### src/rtl/uc_booth_if.sv
// Strobe and status bundle between the Booth control unit and
// the multiplier datapath it drives.
interface uc_booth_if;
  logic start;
  logic q0;
  logic q_1;
  logic carga_M;
  logic carga_Q;
  logic carga_q0;
  logic reset_A;
  logic carga_A;
  logic suma;
  logic desplaza_A;
  logic desplaza_Q;
  logic fin;

  modport master (
    input  start,
    input  q0,
    input  q_1,
    output carga_M,
    output carga_Q,
    output carga_q0,
    output reset_A,
    output carga_A,
    output suma,
    output desplaza_A,
    output desplaza_Q,
    output fin
  );

  modport slave (
    output start,
    output q0,
    output q_1,
    input  carga_M,
    input  carga_Q,
    input  carga_q0,
    input  reset_A,
    input  carga_A,
    input  suma,
    input  desplaza_A,
    input  desplaza_Q,
    input  fin
  );
endinterface

### src/rtl/uc_booth.sv
// Radix-2 Booth multiplier control unit: sequences load,
// N examine/operate/shift iterations, then holds fin.
module uc_booth #(
  parameter int N  = 3,
  parameter int CW = 2
) (
  input  logic       clk,
  input  logic       reset,
  uc_booth_if.master bus
);

  typedef enum logic [2:0] {
    IDLE,
    INIT,
    TEST,
    SHIFT,
    DONE
  } state_t;

  state_t          state;
  state_t          nxt;
  logic [CW-1:0]   cnt;

  always_ff @(posedge clk or negedge reset) begin
    if (!reset) begin
      state <= IDLE;
      cnt   <= '0;
    end else begin
      state <= nxt;
      if (state == INIT)
        cnt <= CW'(N);
      else if (state == SHIFT && cnt != '0)
        cnt <= cnt - 1'b1;
    end
  end

  always_comb begin
    nxt = state;
    unique case (state)
      IDLE:  if (bus.start) nxt = INIT;
      INIT:  nxt = TEST;
      TEST:  nxt = SHIFT;
      SHIFT: nxt = (cnt == CW'(1)) ? DONE : TEST;
      DONE:  if (!bus.start) nxt = IDLE;
      default: nxt = IDLE;
    endcase
  end

  // Only TEST looks at the datapath bits; all else is Moore.
  always_comb begin
    bus.carga_M    = 1'b0;
    bus.carga_Q    = 1'b0;
    bus.carga_q0   = 1'b0;
    bus.reset_A    = 1'b0;
    bus.carga_A    = 1'b0;
    bus.suma       = 1'b1;
    bus.desplaza_A = 1'b0;
    bus.desplaza_Q = 1'b0;
    bus.fin        = 1'b0;
    unique case (state)
      INIT: begin
        bus.carga_M  = 1'b1;
        bus.carga_Q  = 1'b1;
        bus.carga_q0 = 1'b1;
        bus.reset_A  = 1'b1;
      end
      TEST: begin
        unique case (1'b1)
          (bus.q0 && !bus.q_1): begin
            bus.carga_A = 1'b1;
            bus.suma    = 1'b0;
          end
          (!bus.q0 && bus.q_1): begin
            bus.carga_A = 1'b1;
            bus.suma    = 1'b1;
          end
          default: begin
            bus.carga_A = 1'b0;
            bus.suma    = 1'b1;
          end
        endcase
      end
      SHIFT: begin
        bus.desplaza_A = 1'b1;
        bus.desplaza_Q = 1'b1;
      end
      DONE: bus.fin = 1'b1;
      default: ;
    endcase
  end

endmodule

### src/flat_wrapper.sv
// flat-port wrapper written by rule: the top's interface ports become plain ports
module uc_booth_flat 
#(
  parameter int N  = 3,
  parameter int CW = 2
)
  (clk, reset, bus_start, bus_q0, bus_q_1, bus_carga_M, bus_carga_Q, bus_carga_q0, bus_reset_A, bus_carga_A, bus_suma, bus_desplaza_A, bus_desplaza_Q, bus_fin);
  uc_booth_if bus_i ();
  input  logic clk;
  input  logic reset;
  input wire logic [$bits(bus_i.start)-1:0] bus_start;
  input wire logic [$bits(bus_i.q0)-1:0] bus_q0;
  input wire logic [$bits(bus_i.q_1)-1:0] bus_q_1;
  output wire logic [$bits(bus_i.carga_M)-1:0] bus_carga_M;
  output wire logic [$bits(bus_i.carga_Q)-1:0] bus_carga_Q;
  output wire logic [$bits(bus_i.carga_q0)-1:0] bus_carga_q0;
  output wire logic [$bits(bus_i.reset_A)-1:0] bus_reset_A;
  output wire logic [$bits(bus_i.carga_A)-1:0] bus_carga_A;
  output wire logic [$bits(bus_i.suma)-1:0] bus_suma;
  output wire logic [$bits(bus_i.desplaza_A)-1:0] bus_desplaza_A;
  output wire logic [$bits(bus_i.desplaza_Q)-1:0] bus_desplaza_Q;
  output wire logic [$bits(bus_i.fin)-1:0] bus_fin;
  assign bus_i.start = bus_start;
  assign bus_i.q0 = bus_q0;
  assign bus_i.q_1 = bus_q_1;
  assign bus_carga_M = bus_i.carga_M;
  assign bus_carga_Q = bus_i.carga_Q;
  assign bus_carga_q0 = bus_i.carga_q0;
  assign bus_reset_A = bus_i.reset_A;
  assign bus_carga_A = bus_i.carga_A;
  assign bus_suma = bus_i.suma;
  assign bus_desplaza_A = bus_i.desplaza_A;
  assign bus_desplaza_Q = bus_i.desplaza_Q;
  assign bus_fin = bus_i.fin;
  uc_booth #(.N(N), .CW(CW)) u_core (.clk(clk), .reset(reset), .bus(bus_i));
endmodule
### config.mk
export PLATFORM = sky130hd
export DESIGN_NAME = uc_booth_flat
export DESIGN_NICKNAME = d
export VERILOG_FILES = /design/src/rtl/uc_booth_if.sv /design/src/rtl/uc_booth.sv /design/src/flat_wrapper.sv
export SDC_FILE = /design/constraint.sdc
export NUM_CORES = 1
export LEC_CHECK = 0
export BUFFER_PORTS_ARGS = -buffer_cell sky130_fd_sc_hd__buf_2
export CAP_MARGIN = 25
export CORE_AREA = 2 2 39 41
export CTS_CLUSTER_DIAMETER = 120
export CTS_CLUSTER_SIZE = 14
export DETAILED_ROUTE_END_ITERATION = 7
export DIE_AREA = 0 0 41 43
export PLACE_DENSITY = 0.46
export RECOVER_POWER = 100
export SLEW_MARGIN = 0
export SYNTH_ARGS = -nofsm -noshare
export SYNTH_HDL_FRONTEND = slang
export SYNTH_SLANG_ARGS = --single-unit
### constraint.sdc
create_clock -name clk -period 1.4 [get_ports clk]
set_clock_uncertainty 0.2 [all_clocks]
set_input_delay 0 -clock clk [delete_from_list [all_inputs] [get_ports clk]]
set_output_delay 0 -clock clk [all_outputs]
set_load 0.1 [all_outputs]
==> qor.txt, run 1 <==
Syn Area/Cell - 8.60 sq um
Final setup fails - 7
Worst Path Arrival - 1270 ps
Fillers - 120
Clk sinks - 5
Vias in the first global route - 277
Congestion Overflow GR - 0
Mux share of post-synthesis cell area - 0
Period Utilization, post-route - 1.05
Max-cap viol count - 0
Final nets - 71
Root buf cell - clkbuf_4
CP cell instances - nand2b_4 -> nor2_4 -> buf_12
Max Freq - 682 MHz
Crit path capture type - primary output
CP Launch Type - flop
Compound-Gate Fraction of Synth Area - 0.120
Slew @ Worst Pin - 269 ps
Status - finished, violations left
Setup TNS - -347 ps
Mapped Area - 344 sq um
Clock latency on the worst-skew pair - 240 ps
Clk pin slew, worst setup/hold paths - 40 ps
Hold Crit Depth - 4
Post-Synth XOR/XNOR Area - 0
CP Class - flop to primary output
Slowest-stage cell, CP - dfrtp_1
Seq/Total Area, Yosys - 0.364
Routed wire length - 741 um
CTS tree - yes
Number of remaining DRC errors - 0
CP top delay family - flip-flops
Post-synthesis register bit count - 5
Drt pass-1 iters - 4
Mapped Nets - 48
Pins over their slew limit - 0
Hold Violations, Final - 0
# IOs - 14
Num rows - 14
Fin Hold WS - 246 ps
Storage cell area - 128 sq um
RSZ-0062 raised after global routing - true
Die height - 43 um
DR vias/cell - 4.33
Worst reg2reg startpoint - u_core.state[0]$_DFFE_PN0P_
Final worst slack - -66.5 ps
Area of the multi-input gates - 216 sq um
Area added between synthesis and finish - 102%
Synth Area in Adders - 0.109
Simple-Gate Fraction of Synth Area - 0.222
Share of post-route cells with drive strength above 1 - 0.565
Min Tclk post-route - 1470 ps
Critical path launch point - u_core.state[2]$_DFFE_PN0P_
Worst-path fanout max - 5
DRT antenna net count - 0
TritonCTS Buffers - 3
Gpl congestion - 0.698
Reg2Reg Depth - 5
Die W - 41 um
HP Class - input pin to primary output
Clk buf depth - 2
Max incr delay on CP - 410 ps
Failing checks - negative setup slack
Rel. slew slack - 0.820
Input/output buffers - 13
Starting density of the core - 0.249
GRT Total Usage - 0.0912
Largest net degree at the start of global routing - 7
Crit path buffers/inverters - 1
Vias - 338
First-pass GRT wire length - 1040 um
CORE AREA - 1380 sq um
Cells after synthesis - 40
Number of H-tree levels - 1
Count of cell types in the netlist - 15
Initial drt markers - 3
Largest family of logic cells by synthesized area - simple AND/OR/NAND/NOR gates
WP data required - 1200 ps
Initial antenna violation count - 0
Hold wc startpoint - bus_q0
Worst path depth - 3
Yosys Warn Count - 0
Ant diodes - 0
DIE AREA - 1760 sq um
Drt wl/cell - 9.50 um
-- registers in the layout, indices dropped and copies added (netlist names) --
| signal | flops |
|---|---|
| u_core.cnt | 2 |
| u_core.state | 3 |
-- metal layers --
layer	share of wire	global-route usage
met2	0.58	0.141
met4	0	0.0800
met5	0	0
met3	0.047	0.0157
met1	0.37	0.0993
-- final timing paths --
check / end / slack, ps
worst min-delay path: bus_carga_A / 250
worst min register to register: u_core.cnt[0]$_DFFE_PN0P_ / 330
max in group asynchronous: u_core.state[0]$_DFFE_PN0P_ / 330
worst max register to register: u_core.cnt[0]$_DFFE_PN0P_ / 0
min in group asynchronous: u_core.state[2]$_DFFE_PN0P_ / 460
worst max-delay path: bus_carga_q0 / -70
-- layout by cell type (no fill, tap or decap), types with 2 or more instances in the layout --
| cell type | n |
|---|---|
| buf_12 | 9 |
| buf_4 | 8 |
| inv_1 | 4 |
| buf_2 | 4 |
| nor2_4 | 3 |
| a31oi_1 | 3 |
| nand2_1 | 3 |
| ha_1 | 3 |
| clkbuf_4 | 3 |
| dlygate4sd3_1 | 3 |
| dfrtp_1 | 3 |
| nand2b_4 | 2 |
| nor2_1 | 2 |
| dfrtp_2 | 2 |
-- cells in the mapped netlist --
cell type,instances,area share
dfrtp_1,5,0.36
o21ai_1,1,0.015
a21oi_1,2,0.029
inv_1,4,0.044
nor3_1,2,0.029
ha_1,3,0.11
nand2b_1,2,0.036
nor3b_2,1,0.036
and2b_1,1,0.022
nand2_1,4,0.044
nor2_1,5,0.055
a31oi_1,3,0.055
buf_4,5,0.11
o21bai_1,1,0.022
buf_6,1,0.033
-- metrics by stage --
step	cells	cell area (sq um)	utilization	setup slack (ps)
final	78	696	0.503	-66.5
after global routing	78	696	0.503	-102
after CTS	75	664	0.480	-84.8
after detailed placement	64	566	0.409	86.1
after global placement	64	566	0.409	90.6
after floorplan	40	440	-	-420
-- tightest hold or removal path, stage by stage --
cell and delay (ps):
buf_2 80, ha_1 150, nor3_4 60, buf_12 160
-- timing repair --
item                                    in CTS  in global routing
gates resized for setup                      4                  2
hold endpoints to repair                     7                  0
pin swaps                                    2                  0
hold buffers                                 3                  0
setup buffers                                4                  3
endpoints found under the setup margin       9                  9
-- final cells by class --
class | instances | area share
clock buffers | 4 | 0.0378
multi-input cells | 25 | 0.311
repair buffers | 24 | 0.417
flip-flops and latches | 5 | 0.183
inverters | 4 | 0.0216
well taps | 16 | 0.0288
-- kinds of logic (layout without fill, tap and decap cells) --
group                    after synthesis  count (layout)
AND/OR/NAND/NOR                       15              15
buffers and inverters                 10              32
AO/OA/AOI/OAI                          7               7
flip-flops                             5               5
adder cells (fa/ha/maj)                3               3
Power of run 1 is not shown: default switching activity piles up to over one toggle a cycle in this logic, so the estimate is an artifact.
==> inputs of run 2 (changes only) <==
--- a/config.mk
+++ b/config.mk
@@ -13,7 +13,7 @@
 export DETAILED_ROUTE_END_ITERATION = 7
 export DIE_AREA = 0 0 41 43
 export PLACE_DENSITY = 0.46
-export RECOVER_POWER = 100
+export RECOVER_POWER = 50
 export SLEW_MARGIN = 0
 export SYNTH_ARGS = -nofsm -noshare
 export SYNTH_HDL_FRONTEND = slang
==> constraint.sdc (replaced) <==
create_clock -name clk -period 1.4 [get_ports clk]
set_clock_uncertainty 0.2 [all_clocks]
set_input_delay 0 -clock clk [delete_from_list [all_inputs] [get_ports clk]]
set_output_delay 0 -clock clk [all_outputs]
set_load 0.05 [all_outputs]
==> qor.txt, run 2 (synthesis results as in run 1) <==
Status - finished, violations left
Failing checks - negative setup slack
Max FFs per register - 3 (unchanged)
Worst-path fanout max - 6 (+1)
Routed wire length - 727 um (-1.9%)
CTS tree - yes
Hpwl dp - 492 um
Final worst slack - -5.07 ps (+61.4 ps)
Sequential share of power - 0.213
Gpl congestion - 0.700 (+0.21%)
Vias - 311 (-8.0%)
Max incr delay on CP - 430 ps (+20 ps)
Biggest register - u_core.state
Number of H-tree levels - 1 (unchanged)
Congestion Overflow GR - 0 (unchanged)
Hold Violations, Final - 0 (unchanged)
Slowest-stage cell, CP - dfrtp_2
Most frequent cells in the layout - 10 x buf_6, 4 x inv_1, 4 x nand2_1, 4 x buf_2
Final nets - 66 (-7.0%)
Root buf cell - clkbuf_4
Initial antenna violation count - 0 (unchanged)
Internal - 0.722 mW
Commonest non-fill, non-tap cell in the layout - buf_6
CORE AREA - 1380 sq um (unchanged)
Clk sinks - 5 (unchanged)
Biggest regs - u_core.state x3, u_core.cnt x2
Area added between synthesis and finish - 66.5%
Starting density of the core - 0.249 (unchanged)
Number of remaining DRC errors - 0 (unchanged)
Ant diodes - 0 (unchanged)
Clk buf depth - 2 (unchanged)
Die W - 41 um (unchanged)
Dpl cell area - 414 sq um (-27%)
# IOs - 14 (unchanged)
Min Tclk post-route - 1410 ps (-61.4 ps)
Clk pin slew, worst setup/hold paths - 50 ps (about the same)
Pwr dens - 2590 nW/um^2
Psw - 0.762 mW
Fillers - 138 (+15%)
Pins over their slew limit - 0 (unchanged)
Pleak - 0.280 nW
Die height - 43 um (unchanged)
Initial drt markers - 5 (+2)
First-pass GRT wire length - 1040 um (unchanged)
RSZ-0062 raised after global routing - true
Vias in the first global route - 255 (-7.9%)
Clk network pwr share - 0.120
Fin Hold WS - 195 ps (-50.9 ps)
GRT Total Usage - 0.0929 (+0.00174)
CP cell instances - nand2b_4 -> nor2_4 -> buf_6
Slew @ Worst Pin - 245 ps (-24.5 ps)
Sw frac - 0.513
Clock latency on the worst-skew pair - 260 ps (+20 ps)
Max-cap viol count - 0 (unchanged)
Drt pass-1 iters - 4 (unchanged)
CP Class - flop to primary output
Rel. slew slack - 0.836 (+0.0162)
Crit path buffers/inverters - 1 (unchanged)
DR vias/cell - 4.26 (-1.7%)
Period Utilization, post-route - 1.00 (-0.0438)
Drt wl/cell - 9.96 um (+4.8%)
Num rows - 14 (unchanged)
Max VDD drop - 0.00104 V
Crit path capture type - primary output
Share of post-route cells with drive strength above 1 - 0.509 (-0.0557)
DRT antenna net count - 0 (unchanged)
TritonCTS Buffers - 3 (unchanged)
Gate power share - 0.668
HP Class - input pin to primary output
CP Launch Type - flop
Placed cell count - 64 (unchanged)
Largest net degree at the start of global routing - 11 (+4)
CP top delay family - flip-flops
Max Freq - 712 MHz (+4.4%)
Post-route insts no fill - 73 (-6.4%)
Final setup fails - 4 (-3)
Worst Path Arrival - 1210 ps (-60 ps)
Input/output buffers - 13 (unchanged)
WP data required - 1200 ps (about the same)
Design area - 573 sq um (-18%)
DIE AREA - 1760 sq um (unchanged)
-- run 2: through the flow --
| stage | TNS [ps] | worst slack [ps] | total power [mW] | utilization |
|---|---|---|---|---|
| 6_report | -15.4 | -5.07 | 1.48 | 0.414 |
| 2_1_floorplan | -102 | -52.1 | 1.02 | - |
| 5_1_grt | -320 | -53.5 | 1.57 | 0.414 |
| 3_5_place_dp | 0 | 95.6 | 1.06 | 0.299 |
| 3_3_place_gp | 0 | 107 | 1.06 | 0.299 |
| 4_1_cts | -254 | -59.1 | 1.37 | 0.377 |
-- run 2: repair_timing --
action	CTS	global route
hold endpoints to repair	7	0
pin swaps	0	1
hold buffers	3	0
buffers inserted	0	2
gates resized for setup	18	8
endpoints found under the setup margin	9	9
-- run 2: worst reg2reg max path, delay by kind of cell (launching register included) --
kind,cells,cell delay [ps]
compound gates,2,190
buf+inv,1,200
flops,1,480
simple gates,1,180
-- run 2: per-layer routing --
| layer | wire, um | share of wire | vias to the layer above | track usage |
|---|---|---|---|---|
| li1 | - | - | 160 | - |
| met1 | 319 | 0.44 | 144 | 0.118 |
| met2 | 364 | 0.50 | 5 | 0.119 |
| met3 | 17 | 0.023 | 2 | 0.0314 |
| met4 | 25 | 0.034 | 0 | 0.0800 |
| met5 | 0 | 0 | - | 0 |
-- run 2: cell type report --
class	count	area, sq um	area share
multi-input cells	25	199	0.347
flip-flops and latches	5	129	0.225
clock buffers	3	22.5	0.0393
inverters	4	15.0	0.0262
repair buffers	19	183	0.319
well taps	16	20.0	0.0349
clock inverters	1	5.00	0.00873
-- run 2: worst paths after layout --
check                                             from  slack (ps)                          end  cells after the start
setup / recovery           u_core.state[2]$_DFFE_PN0P_          -5                  bus_carga_M                      3
hold / removal                                  bus_q0         200                  bus_carga_A                      4
setup reg to reg           u_core.state[0]$_DFFE_PN0P_          30    u_core.cnt[0]$_DFFE_PN0P_                      4
hold reg to reg            u_core.state[2]$_DFFE_PN0P_         290  u_core.state[0]$_DFFE_PN0P_                      1
max in group asynchronous                        reset         330  u_core.state[0]$_DFFE_PN0P_                      3
min in group asynchronous                        reset         460    u_core.cnt[0]$_DFFE_PN0P_                      3
-- run 2: power groups by stage --
stage	Sequential, mW	Combinational, mW	Clock, mW
floorplan	0.242	0.779	0
global placement	0.304	0.760	0
detailed placement	0.306	0.752	0
CTS	0.309	0.875	0.181
global route	0.327	1.05	0.194
finish	0.316	0.991	0.178
No activity file was read; power rests on OpenSTA's default activity.
==> inputs of run 3 (changes only) <==
--- a/config.mk
+++ b/config.mk
@@ -5,7 +5,7 @@
 export SDC_FILE = /design/constraint.sdc
 export NUM_CORES = 1
 export LEC_CHECK = 0
-export BUFFER_PORTS_ARGS = -buffer_cell sky130_fd_sc_hd__buf_2
+export BUFFER_PORTS_ARGS = -buffer_cell sky130_fd_sc_hd__buf_4
 export CAP_MARGIN = 25
 export CORE_AREA = 2 2 39 41
 export CTS_CLUSTER_DIAMETER = 120
==> qor.txt, run 3 (synthesis results as in run 1) <==
Die height - 43 um (unchanged)
WP data required - 1200 ps (about the same)
Final cell utilization of the core - 0.410 (-0.00362)
Initial drt markers - 9 (+4)
Sw frac - 0.519 (+0.00590)
Pins over their slew limit - 0 (unchanged)
Congestion Overflow GR - 0 (unchanged)
TritonCTS Buffers - 3 (unchanged)
Gate power share - 0.653 (-0.015)
First-pass GRT wire length - 1150 um (+11%)
Drt pass-1 iters - 3 (-1)
Pleak - 0.269 nW (-4.2%)
Number of H-tree levels - 1 (unchanged)
DRT antenna net count - 0 (unchanged)
Vias - 297 (-4.5%)
GRT Total Usage - 0.0948 (+0.00183)
Num rows - 14 (unchanged)
Root buf cell - clkbuf_4
Commonest non-fill, non-tap cell in the layout - buf_6
Vias in the first global route - 261 (+2.4%)
# IOs - 14 (unchanged)
Area added between synthesis and finish - 65.1%
Rel. slew slack - 0.832 (-0.00405)
CORE AREA - 1380 sq um (unchanged)
DIE AREA - 1760 sq um (unchanged)
Final nets - 65 (-1.5%)
Worst reg2reg startpoint - u_core.cnt[0]$_DFFE_PN0P_
Max VDD drop - 0.000908 V (-12%)
Max-cap viol count - 0 (unchanged)
CP Launch Type - flop
Clk pin slew, worst setup/hold paths - 40 ps (about the same)
Worst-path fanout max - 6 (unchanged)
CP Class - flop to primary output
Largest net degree at the start of global routing - 11 (unchanged)
Psw - 0.760 mW (-0.26%)
Input/output buffers - 13 (unchanged)
Clk buf depth - 2 (unchanged)
Clk sinks - 5 (unchanged)
Share of post-route cells with drive strength above 1 - 0.482 (-0.0266)
Gpl congestion - 0.733 (+4.8%)
Fin Hold WS - 189 ps (-6.08 ps)
RSZ-0062 raised after global routing - true
Critical path launch point - u_core.state[2]$_DFFE_PN0P_
Biggest register - u_core.state
Setup TNS - -68.3 ps (-52.9 ps)
Hpwl dp - 530 um (+7.7%)
Tot Pwr - 1.46 mW (-1.4%)
Number of remaining DRC errors - 0 (unchanged)
Starting density of the core - 0.249 (unchanged)
Clock latency on the worst-skew pair - 240 ps (-20 ps)
Slew @ Worst Pin - 252 ps (+6.88 ps)
Final worst slack - -17.6 ps (-12.5 ps)
Worst Path Arrival - 1220 ps (about the same)
Failing checks - negative setup slack
Die W - 41 um (unchanged)
Final setup fails - 4 (unchanged)
Biggest regs - u_core.state x3, u_core.cnt x2
Status - finished, violations left
Most frequent cells in the layout - 10 x buf_6, 5 x buf_4, 4 x inv_1, 4 x nand2_1
Ant diodes - 0 (unchanged)
HP Class - input pin to primary output
Clk network pwr share - 0.116 (-0.004)
Routed wire length - 778 um (+7.0%)
Internal - 0.703 mW (-2.6%)
RR Endpoint - u_core.cnt[1]$_DFFE_PN0P_
Drt wl/cell - 10.8 um (+8.5%)
Max FFs per register - 3 (unchanged)
Pwr dens - 2580 nW/um^2 (-0.52%)
Max Freq - 705 MHz (-0.88%)
R2R setup slack - 130 ps (+100 ps)
Hold Violations, Final - 0 (unchanged)
Initial antenna violation count - 0 (unchanged)
Min Tclk post-route - 1420 ps (+12.5 ps)
Sequential share of power - 0.230 (+0.017)
Period Utilization, post-route - 1.01 (+0.00894)
Crit path capture type - primary output
Worst Setup EP - bus_carga_q0
Worst slack at placement - 113 ps (+17.5 ps)
DR vias/cell - 4.13 (-3.2%)
Reg2Reg Depth - 5 (+1)
CTS tree - yes
-- run 3: worst min path at each step --
stage / cells past startpoint / to / start
3_3_place_gp: 1 / u_core.state[2]$_DFFE_PN0P_ / reset
4_1_cts: 4 / bus_carga_A / bus_q0
2_1_floorplan: 0 / u_core.cnt[0]$_DFFE_PN0P_ / reset
3_5_place_dp: 1 / u_core.cnt[1]$_DFFE_PN0P_ / reset
5_1_grt: 4 / bus_carga_A / bus_q0
6_report: 4 / bus_carga_A / bus_q0
-- run 3: area by class of cell --
| type | count | area [sq um] |
|---|---|---|
| clock buffers | 4 | 26.3 |
| well taps | 16 | 20.0 |
| repair buffers | 18 | 180 |
| flip-flops and latches | 5 | 128 |
| multi-input cells | 25 | 199 |
| inverters | 4 | 15.0 |
| fillers | 136 | 816 |
-- run 3: critical path: stages (launching register included) --
cell	delay [ps]
dfrtp_1	440
nand2b_4	180
nor2_4	180
buf_6	180
-- run 3: metrics by stage --
step	cell area [sq um]	cells
after detailed placement	447	64
after floorplan	374	40
after global placement	447	64
after global routing	568	72
after CTS	513	71
final	568	72
-- run 3: layer usage --
layer,vias up,wire length (um),global-route usage
li1,158,-,-
met1,135,330,0.134
met2,4,428,0.138
met3,0,18,0.0314
met4,0,0,0.0200
met5,-,0,0
-- run 3: power by group through the flow --
stage | clock (mW) | combinational (mW) | sequential (mW)
after floorplan | 0 | 0.779 | 0.242
after global placement | 0 | 0.822 | 0.312
after detailed placement | 0 | 0.821 | 0.308
after CTS | 0.173 | 0.841 | 0.321
after global routing | 0.188 | 1.02 | 0.352
final | 0.170 | 0.956 | 0.337
-- run 3: repair_timing --
item                                    4_1_cts  5_1_grt
setup buffers                                 0        1
pin swaps                                     0        4
hold buffers                                  3        0
resized for setup                             4       12
endpoints found under the hold margin         7        0
endpoints found under the setup margin        9        7
